### config.mk
export PLATFORM = sky130hd
export DESIGN_NAME = instr_mem_loader_flat
export DESIGN_NICKNAME = d
export VERILOG_FILES = /design/src/rtl/instr_mem_loader_if.sv /design/src/rtl/instr_mem_loader.sv /design/src/flat_wrapper.sv
export SDC_FILE = /design/constraint.sdc
export NUM_CORES = 1
export LEC_CHECK = 0
export ABC_AREA = 0
export CORE_UTILIZATION = 55
export CTS_BUF_LIST = sky130_fd_sc_hd__clkbuf_4 sky130_fd_sc_hd__clkbuf_8
export DETAILED_ROUTE_END_ITERATION = 8
export GPL_TIMING_DRIVEN = 0
export PLACE_DENSITY = 0.8
export SETUP_SLACK_MARGIN = 0.5
export SLEW_MARGIN = 10
export SYNTH_ARGS = -nofsm -noshare
export SYNTH_HDL_FRONTEND = slang
export SYNTH_SLANG_ARGS = --single-unit
### constraint.sdc
create_clock -name i_clk -period 4.6 [get_ports i_clk]
set_input_delay 0.92 -clock i_clk [delete_from_list [all_inputs] [get_ports i_clk]]
set_output_delay 0.92 -clock i_clk [all_outputs]
set_load 0.01 [all_outputs]
### src/rtl/instr_mem_loader_if.sv
// Byte-stream / instruction-memory bus of the program loader.
// The master modport drives load requests and received bytes; the slave modport
// (the loader) drives the memory write port and the status flags.
interface instr_mem_loader_if #(
  parameter int NBITS = 32
);
  logic             i_start_load;
  logic [7:0]       i_rx_data;
  logic             i_rx_valid;
  logic             o_mem_we;
  logic [NBITS-1:0] o_mem_addr;
  logic [NBITS-1:0] o_mem_data;
  logic             o_cpu_enable;
  logic             o_busy;
  logic             o_done;
  logic             o_error;

  modport master (
    output i_start_load, i_rx_data, i_rx_valid,
    input  o_mem_we, o_mem_addr, o_mem_data, o_cpu_enable, o_busy, o_done, o_error
  );

  modport slave (
    input  i_start_load, i_rx_data, i_rx_valid,
    output o_mem_we, o_mem_addr, o_mem_data, o_cpu_enable, o_busy, o_done, o_error
  );
endinterface

### src/rtl/instr_mem_loader.sv
// Instruction memory loader: assembles received bytes (MSB first) into words and
// writes them to consecutive word addresses until a halt word (all ones) or the
// last memory word is written. Word assembly assumes four bytes per word.
// Optional feature: define LOADER_TIMEOUT_EN to abort a load after TIMEOUT_CYC
// idle cycles without a byte (load ends in DONE with o_error set).
module instr_mem_loader #(
  parameter int NBITS       = 32,
  parameter int CELDAS      = 60,
  parameter int TIMEOUT_CYC = 1000
) (
  input  logic             i_clk,
  input  logic             i_reset,
  instr_mem_loader_if.slave bus
);

  typedef enum logic [1:0] {
    S_IDLE = 2'd0,
    S_LOAD = 2'd1,
    S_DONE = 2'd2
  } state_e;

  localparam logic [NBITS-1:0] LAST_ADDR = NBITS'(4 * ((CELDAS - 1) / 4));
  localparam logic [NBITS-1:0] ADDR_STEP = NBITS'(4);

  // A word of all ones marks the end of the program.
  function automatic logic is_halt(input logic [NBITS-1:0] word);
    return &word;
  endfunction

  state_e           state_q, state_d;
  logic [1:0]       cnt_q, cnt_d;
  logic [NBITS-9:0] asm_q, asm_d;
  logic [NBITS-1:0] addr_q, addr_d;
  logic             we_q, we_d;
  logic [NBITS-1:0] mem_addr_q, mem_addr_d;
  logic [NBITS-1:0] mem_data_q, mem_data_d;
  logic             busy_q, busy_d;
  logic             done_q, done_d;
  logic             error_q, error_d;
  logic             cpu_en_q, cpu_en_d;

`ifdef LOADER_TIMEOUT_EN
  localparam int TO_W = $clog2(TIMEOUT_CYC + 1);
  localparam logic [TO_W-1:0] TO_LIMIT = TO_W'(TIMEOUT_CYC - 1);
  logic [TO_W-1:0] to_cnt_q, to_cnt_d;
`endif

  // Next-state and output logic; the finishing decision is taken in the write cycle.
  always_comb begin
    state_d    = state_q;
    cnt_d      = cnt_q;
    asm_d      = asm_q;
    addr_d     = addr_q;
    we_d       = 1'b0;
    mem_addr_d = mem_addr_q;
    mem_data_d = mem_data_q;
    done_d     = done_q;
    error_d    = error_q;
`ifdef LOADER_TIMEOUT_EN
    to_cnt_d   = to_cnt_q;
`endif
    case (state_q)
      S_IDLE, S_DONE: begin
        if (bus.i_start_load) begin
          state_d = S_LOAD;
          cnt_d   = 2'd0;
          addr_d  = '0;
          done_d  = 1'b0;
          error_d = 1'b0;
`ifdef LOADER_TIMEOUT_EN
          to_cnt_d = '0;
`endif
        end else begin
          state_d = state_q;
        end
      end
      S_LOAD: begin
        if (we_q && (is_halt(mem_data_q) || (mem_addr_q == LAST_ADDR))) begin
          // Transition cycle: bytes arriving now are dropped.
          state_d = S_DONE;
          done_d  = 1'b1;
          error_d = !is_halt(mem_data_q);
          cnt_d   = 2'd0;
        end else if (bus.i_rx_valid) begin
`ifdef LOADER_TIMEOUT_EN
          to_cnt_d = '0;
`endif
          if (cnt_q == 2'd3) begin
            we_d       = 1'b1;
            mem_addr_d = addr_q;
            mem_data_d = {asm_q, bus.i_rx_data};
            addr_d     = addr_q + ADDR_STEP;
            cnt_d      = 2'd0;
          end else begin
            asm_d = {asm_q[NBITS-17:0], bus.i_rx_data};
            cnt_d = cnt_q + 2'd1;
          end
        end
`ifdef LOADER_TIMEOUT_EN
        else if (to_cnt_q == TO_LIMIT) begin
          // Idle too long: drop the partial word and finish with an error.
          state_d = S_DONE;
          done_d  = 1'b1;
          error_d = 1'b1;
          cnt_d   = 2'd0;
        end else begin
          to_cnt_d = to_cnt_q + TO_W'(1);
        end
`else
        else begin
          state_d = S_LOAD;
        end
`endif
      end
      default: begin
        state_d = S_IDLE;
      end
    endcase
    busy_d   = (state_d == S_LOAD);
    cpu_en_d = (state_d == S_DONE) && !error_d;
  end

  // State and registered outputs, cleared asynchronously by reset.
  always_ff @(posedge i_clk or posedge i_reset) begin
    if (i_reset) begin
      state_q    <= S_IDLE;
      cnt_q      <= 2'd0;
      asm_q      <= '0;
      addr_q     <= '0;
      we_q       <= 1'b0;
      mem_addr_q <= '0;
      mem_data_q <= '0;
      busy_q     <= 1'b0;
      done_q     <= 1'b0;
      error_q    <= 1'b0;
      cpu_en_q   <= 1'b0;
`ifdef LOADER_TIMEOUT_EN
      to_cnt_q   <= '0;
`endif
    end else begin
      state_q    <= state_d;
      cnt_q      <= cnt_d;
      asm_q      <= asm_d;
      addr_q     <= addr_d;
      we_q       <= we_d;
      mem_addr_q <= mem_addr_d;
      mem_data_q <= mem_data_d;
      busy_q     <= busy_d;
      done_q     <= done_d;
      error_q    <= error_d;
      cpu_en_q   <= cpu_en_d;
`ifdef LOADER_TIMEOUT_EN
      to_cnt_q   <= to_cnt_d;
`endif
    end
  end

  assign bus.o_mem_we     = we_q;
  assign bus.o_mem_addr   = mem_addr_q;
  assign bus.o_mem_data   = mem_data_q;
  assign bus.o_busy       = busy_q;
  assign bus.o_done       = done_q;
  assign bus.o_error      = error_q;
  assign bus.o_cpu_enable = cpu_en_q;

endmodule

### src/flat_wrapper.sv
// flat-port wrapper written by rule: the top's interface ports become plain ports
module instr_mem_loader_flat 
#(
  parameter int NBITS       = 32,
  parameter int CELDAS      = 60,
  parameter int TIMEOUT_CYC = 1000
)
  (i_clk, i_reset, bus_i_start_load, bus_i_rx_data, bus_i_rx_valid, bus_o_mem_we, bus_o_mem_addr, bus_o_mem_data, bus_o_cpu_enable, bus_o_busy, bus_o_done, bus_o_error);
  instr_mem_loader_if #(.NBITS(NBITS)) bus_i ();
  input  logic i_clk;
  input  logic i_reset;
  input wire logic [$bits(bus_i.i_start_load)-1:0] bus_i_start_load;
  input wire logic [$bits(bus_i.i_rx_data)-1:0] bus_i_rx_data;
  input wire logic [$bits(bus_i.i_rx_valid)-1:0] bus_i_rx_valid;
  output wire logic [$bits(bus_i.o_mem_we)-1:0] bus_o_mem_we;
  output wire logic [$bits(bus_i.o_mem_addr)-1:0] bus_o_mem_addr;
  output wire logic [$bits(bus_i.o_mem_data)-1:0] bus_o_mem_data;
  output wire logic [$bits(bus_i.o_cpu_enable)-1:0] bus_o_cpu_enable;
  output wire logic [$bits(bus_i.o_busy)-1:0] bus_o_busy;
  output wire logic [$bits(bus_i.o_done)-1:0] bus_o_done;
  output wire logic [$bits(bus_i.o_error)-1:0] bus_o_error;
  assign bus_i.i_start_load = bus_i_start_load;
  assign bus_i.i_rx_data = bus_i_rx_data;
  assign bus_i.i_rx_valid = bus_i_rx_valid;
  assign bus_o_mem_we = bus_i.o_mem_we;
  assign bus_o_mem_addr = bus_i.o_mem_addr;
  assign bus_o_mem_data = bus_i.o_mem_data;
  assign bus_o_cpu_enable = bus_i.o_cpu_enable;
  assign bus_o_busy = bus_i.o_busy;
  assign bus_o_done = bus_i.o_done;
  assign bus_o_error = bus_i.o_error;
  instr_mem_loader #(.NBITS(NBITS), .CELDAS(CELDAS), .TIMEOUT_CYC(TIMEOUT_CYC)) u_core (.i_clk(i_clk), .i_reset(i_reset), .bus(bus_i));
endmodule
==> metrics.cfg, run 1 <==
[outcome]
status=completed

[global_route]
grt_max_degree=38
grt_pass1_wl_mm=19.8
grt_pass1_vias=3791
grt_overflow=0
grt_antenna_before_repair=0
track_usage=0.261

[critical_path]
required_ps=4930
max_stage_delay_ps=470
path_cells=nor4_1 -> nand4_1 -> o2bb2a_4 -> nor2_4 -> or3_1 -> buf_4 -> buf_8 -> mux2_4
path_buf_inv=2
worst_path_max_delay_cell=nor4_1
cp-end-kind=flip-flop
crit_arrival_ps=2860
startpoint_type=flip-flop
crit_fanout=10
path_delay_family=simple AND/OR/NAND/NOR gates
crit_type=flip-flop to flip-flop

[pwr]
ir_drop_uv=304
p_leak_nw=3.00
combPwrFrac=0.286
powerDensity_nw_per_um2=512
p_sw_frac=0.298
pwr-share-seq=0.464
pwr-share-clk=0.250
internal_power_mw=2.46
p_sw_mw=1.05

[detailed_routing]
drtIter0Drc=223
postRouteAntennaNets=0
via_count=3847
routed_wl_mm=12.2
viasPerCell=5.83
drc=0
dr.pass1.iters=6
wl_per_cell_um=18.5

[logic_synthesis]
synth_edf_count=0
ys_ff_latch=125
yosys-top-cells-area=dfrtp_1 (57%), mux2_2 (7.0%), mux2_1 (5.7%)
async_flop_share=1.00
synth_cell_types=54
yosysWarnings=0
syn_area_per_cell_um2=13.2
yosysTopAreaCell=dfrtp_1
yosys.area.top_type_share=0.570
yosysSeqAreaShare=0.570
ys.flop_type=dfrtp_1
synth_area_um2=5490
netlist_instances=415

[cells_and_area]
regArea_um2=3130
multi_input_area_um2=2180
drive_gt1_frac=0.226
diodes=0
nNetsFinal=530
area_growth_pct=25.0
fill_cells=684

[run]
max_cap_viol_count=0

[placed_design]
io_buffers=78
place_ws_ps=1830
routabilityCongestion=0.810
hpwl_mm=8.75

[floorplan]
die_h_um=102
fp.dieW_um=102
die_area_um2=10400
rows=36
core_area_um2=9730
pin_count=81
start_util=0.564

[timing]
rsz0062_at_grt=no
slew_viol_final=0
maxSlewHeadroom=0.569
finalHoldViolations=0
setup_violations=0
fin_skew_ps=8.71
max_freq_ghz=0.394
final.setup.tns_ps=0
fin_crit_ps=2540
post-route-period-util=0.551
setup_slack_ps=2060
worst_pin_slew_ps=646
hold_ws_ps=483

[cts]
h-tree-depth=4
clock_sinks=125
postCtsSetupRepairBufs=0
cts_tree=done
clk_latency_ps=450
path_clk_slew_ps=60
postCtsHoldBufs=0
ctsResizeCount=0
clk_path_buf_depth=2
cts-root-buf=clkbuf_8
numCtsBuffers=17

[min_path]
min_path_type=flip-flop to flip-flop

[worst register-to-register path, delay by kind of cell (launching register included)]
family / cells / cell delay (ps)
AND/OR/NAND/NOR: 4 / 1050
flip-flops: 1 / 390
buffers and inverters: 2 / 360
multiplexers: 1 / 320
AO/OA/AOI/OAI: 1 / 300
[per-layer routing]
layer / track usage / vias to the layer above / wire (µm)
met5: 0 / - / 0
met4: 0.0956 / 0 / 183
met3: 0.0718 / 16 / 696
met2: 0.398 / 123 / 5900
met1: 0.361 / 1941 / 5420
li1: - / 1767 / -
[power by group through the flow]
stage / logic, mW / registers (mW) / clock network, mW
5_1_grt: 1.08 / 1.66 / 0.936
4_1_cts: 1.02 / 1.63 / 0.886
6_report: 1.00 / 1.63 / 0.877
2_1_floorplan: 0.488 / 1.65 / 0
3_3_place_gp: 0.972 / 1.62 / 0
3_5_place_dp: 1.01 / 1.64 / 0
[cell type report]
cell class | instances | share of cell area
clock buffers | 22 | 0.0423
well taps | 133 | 0.0242
inverters | 10 | 0.00602
flip-flops and latches | 125 | 0.456
multi-input cells | 259 | 0.318
repair buffers | 81 | 0.123
plain buffers | 22 | 0.0217
clock inverters | 8 | 0.00985
[cell families (layout without fill, tap and decap cells)]
| family | after synthesis | in the layout | synth area share |
|---|---|---|---|
| AO/OA/AOI/OAI | 70 | 70 | 0.0991 |
| buffers and inverters | 32 | 143 | 0.0340 |
| other | 1 | 2 | 0.000683 |
| adder cells (fa/ha/maj) | 2 | 2 | 0.00456 |
| flip-flops | 125 | 125 | 0.570 |
| AND/OR/NAND/NOR | 102 | 102 | 0.109 |
| multiplexers | 83 | 83 | 0.183 |
[path summary, 6_finish.rpt]
| check | from | endpoint | slack, ps | depth (start not counted) |
|---|---|---|---|---|
| setup / recovery | u_core.bus.o_mem_addr[11] | u_core.asm_q[2] | 2060 | 8 |
| hold / removal | u_core.bus.o_done | u_core.bus.o_done | 480 | 2 |
| setup reg to reg | u_core.bus.o_mem_addr[11] | u_core.asm_q[2] | 2060 | 8 |
| hold reg to reg | u_core.bus.o_done | u_core.bus.o_done | 480 | 2 |
| max in group asynchronous | i_reset | u_core.bus.o_mem_data[6] | 2630 | 5 |
| min in group asynchronous | i_reset | u_core.bus.o_done | 920 | 2 |
[registers in the layout, summed over array words and instances (netlist names)]
| name | flops |
|---|---|
| u_core.bus.o_error | 1 |
| u_core.bus.o_mem_addr | 30 |
| u_core.bus.o_busy | 1 |
| u_core.bus.o_mem_we | 1 |
| u_core.addr_q | 30 |
| u_core.bus.o_mem_data | 32 |
| u_core.cnt_q | 2 |
| u_core.bus.o_done | 1 |
| u_core.bus.o_cpu_enable | 1 |
| u_core.state_q | 2 |
| u_core.asm_q | 24 |
[cells in the final DEF (no fill, tap or decap), types with 9 or more instances in the layout]
| cell type | synthesis | final |
|---|---|---|
| clkbuf_8 | 0 | 20 |
| clkdlybuf4s50_1 | 0 | 78 |
| dfrtp_1 | 125 | 125 |
| inv_1 | 10 | 9 |
| mux2_1 | 28 | 28 |
| mux2_2 | 34 | 34 |
| mux2_4 | 19 | 19 |
| nand2_1 | 26 | 26 |
| nand3_1 | 16 | 16 |
| nand4_1 | 14 | 14 |
| o211ai_1 | 13 | 13 |
| o21ai_0 | 9 | 9 |
| o31ai_1 | 20 | 20 |
[cell usage after synthesis, drive strengths merged, types with 9 or more instances]
master and n:
o211ai 14, o21ai 12, dfrtp 125, nand4 14, nand3 18, mux2 81, buf 18, o31ai 21
o311ai 9, nand2 26, inv 10, nor4 10
[through the flow]
stage | utilization | power [mW] | instance area, µm² | cells
6_report | 0.705 | 3.51 | 6860 | 660
5_1_grt | 0.705 | 3.68 | 6860 | 660
4_1_cts | 0.705 | 3.53 | 6860 | 660
3_5_place_dp | 0.669 | 2.65 | 6500 | 630
3_3_place_gp | 0.662 | 2.59 | 6440 | 627
2_1_floorplan | - | 2.13 | 5500 | 416
Note: power is estimated with default switching activity, not from simulation.
==> run 2: changes to the inputs <==
CORE_UTILIZATION = 51   (was 55)
PLACE_DENSITY = 0.78   (was 0.8)
clock period = 2.05 ns   (was 4.6 ns; I/O delays follow)
==> metrics.cfg, run 2 (synthesized netlist as in run 1, its figures left out) <==
[outcome]
status=finished with violations
violations=negative setup slack

[cts]
path_clk_slew_ps=80  ; +20 ps
clock_sinks=125  ; unchanged
cts-root-buf=clkbuf_8
cts_tree=done
h-tree-depth=4  ; unchanged
numCtsBuffers=17  ; unchanged
clk_latency_ps=460  ; about the same
clk_path_buf_depth=2  ; unchanged

[timing]
maxSlewHeadroom=0.497  ; -0.0720
fin_skew_ps=14.6  ; +5.85 ps
final.setup.tns_ps=-31920  ; -31920 ps
rsz0062_at_grt=yes
finalHoldViolations=0  ; unchanged
setup_violations=117  ; +117
slew_viol_final=0  ; unchanged
worst_pin_slew_ps=751  ; +105 ps
max_freq_ghz=0.414  ; +4.8%
setup_slack_ps=-368  ; -2430 ps
post-route-period-util=1.18  ; +0.628
fin_crit_ps=2420  ; -117 ps

[critical_path]
cp-end-kind=flip-flop
startpoint_type=flip-flop
required_ps=2380  ; -2550 ps
crit_arrival_ps=2750  ; -110 ps
crit_fanout=10  ; unchanged
crit_type=flip-flop to flip-flop

[detailed_routing]
routed_wl_mm=18.6  ; +52%
wl_met1_mm=7.43  ; +37%
drtIter0Drc=422  ; +89%
via_count=4724  ; +23%
wl_met2_mm=8.68  ; +47%
drc=0  ; unchanged
dr_wl_met3_mm=1.53  ; +120%
top_layer_used=met4
postRouteAntennaNets=0  ; unchanged
wl_per_cell_um=24.9  ; +35%
dr.pass1.iters=6  ; unchanged
viasPerCell=6.33  ; +8.6%

[cells_and_area]
fin_cells=746  ; +13%
drive_gt1_frac=0.546  ; +0.320
final_util=0.807  ; +0.101
final_common_cell=dfrtp_1
layout_common_cells=dfrtp_1 (119), mux2_4 (59), buf_4 (46)
area_growth_pct=52.3
diodes=0  ; unchanged
nNetsFinal=612  ; +15%
largest_reg_flops=32  ; unchanged

[global_route]
grt_antenna_before_repair=0  ; unchanged
grt_pass1_wl_mm=22.8  ; +15%
grt_max_degree=35  ; -7.9%
grt_overflow=0  ; unchanged
track_usage=0.272  ; +0.0109
grt_pass1_vias=4214  ; +11%

[pwr]
p_leak_nw=3.96  ; +32%
ir_drop_uv=743  ; +140%
power_mw=9.06  ; +160%
powerDensity_nw_per_um2=1080  ; +110%

[floorplan]
fp.dieW_um=106  ; +3.8%
die_area_um2=11200  ; +7.7%
pin_count=81  ; unchanged
core_area_um2=10400  ; +6.6%
rows=37  ; +2.8%
die_h_um=106  ; +3.8%
start_util=0.529  ; -0.0349

[placed_design]
routabilityCongestion=0.832  ; +2.6%
place_inst=633  ; +0.48%
place_ws_ps=-447  ; -2270 ps
hpwl_mm=8.74  ; about the same
io_buffers=78  ; unchanged

[run]
max_cap_viol_count=0  ; unchanged

[min_path]
min_path_type=primary input to async pin

-- run 2: path summary, 6_finish.rpt --
check                      slack, ps  cells past startpoint                       from                   endpoint
max                             -370                      8  u_core.bus.o_mem_addr[24]  u_core.bus.o_mem_data[18]
min                              360                      2                    i_reset          u_core.addr_q[30]
max reg2reg                     -370                      8  u_core.bus.o_mem_addr[24]  u_core.bus.o_mem_data[18]
min reg2reg                      510                      1           u_core.asm_q[18]           u_core.asm_q[18]
max in group asynchronous        680                      5                    i_reset        u_core.bus.o_mem_we
min in group i_clk               510                      1           u_core.asm_q[18]           u_core.asm_q[18]
-- run 2: power breakdown --
group	internal [mW]	total, mW	leakage, nW	switching [mW]
combinational	1.95	3.28	2.18	1.33
sequential	3.11	3.70	1.60	0.593
clock	1.06	2.09	0.193	1.03
total	6.11	9.06	3.96	2.95
-- run 2: layer usage --
metal / vias to the layer above / global-route usage
met5: - / 0
met3: 93 / 0.0699
li1: 1929 / -
met1: 2380 / 0.370
met4: 0 / 0.0982
met2: 322 / 0.423
-- run 2: cell type report --
| cell class | instances | area (µm²) |
|---|---|---|
| repair inverters | 1 | 5.00 |
| multi-input cells | 259 | 2810 |
| well taps | 136 | 170 |
| plain buffers | 22 | 277 |
| clock inverters | 8 | 67.6 |
| flip-flops and latches | 125 | 3140 |
| clock buffers | 23 | 292 |
| fillers | 529 | 2010 |
| inverters | 10 | 41.3 |
| repair buffers | 162 | 1570 |
-- run 2: timing repair --
item                       4_1_cts  5_1_grt
pin swaps                       16       32
gates cloned                     5        3
setup endpoints to repair      225      185
setup buffers                   29       45
resized for setup              183      197
hold buffers                     0        0
-- run 2: critical path, cell delays in order (launching register included) --
cell and delay [ps]:
dfrtp_1 430, nor4_4 340, nand4_1 260, o2bb2a_4 310, o21ai_4 190, buf_4 160
buf_4 120, buf_8 140, mux2_2 340
-- run 2: per-stage QoR --
| step | hold WS [ps] | cell area, µm² |
|---|---|---|
| final | 358 | 8360 |
| after floorplan | 452 | 5550 |
| after detailed placement | 470 | 6560 |
| after global placement | 469 | 6500 |
| after global routing | 412 | 8360 |
| after CTS | 412 | 7460 |
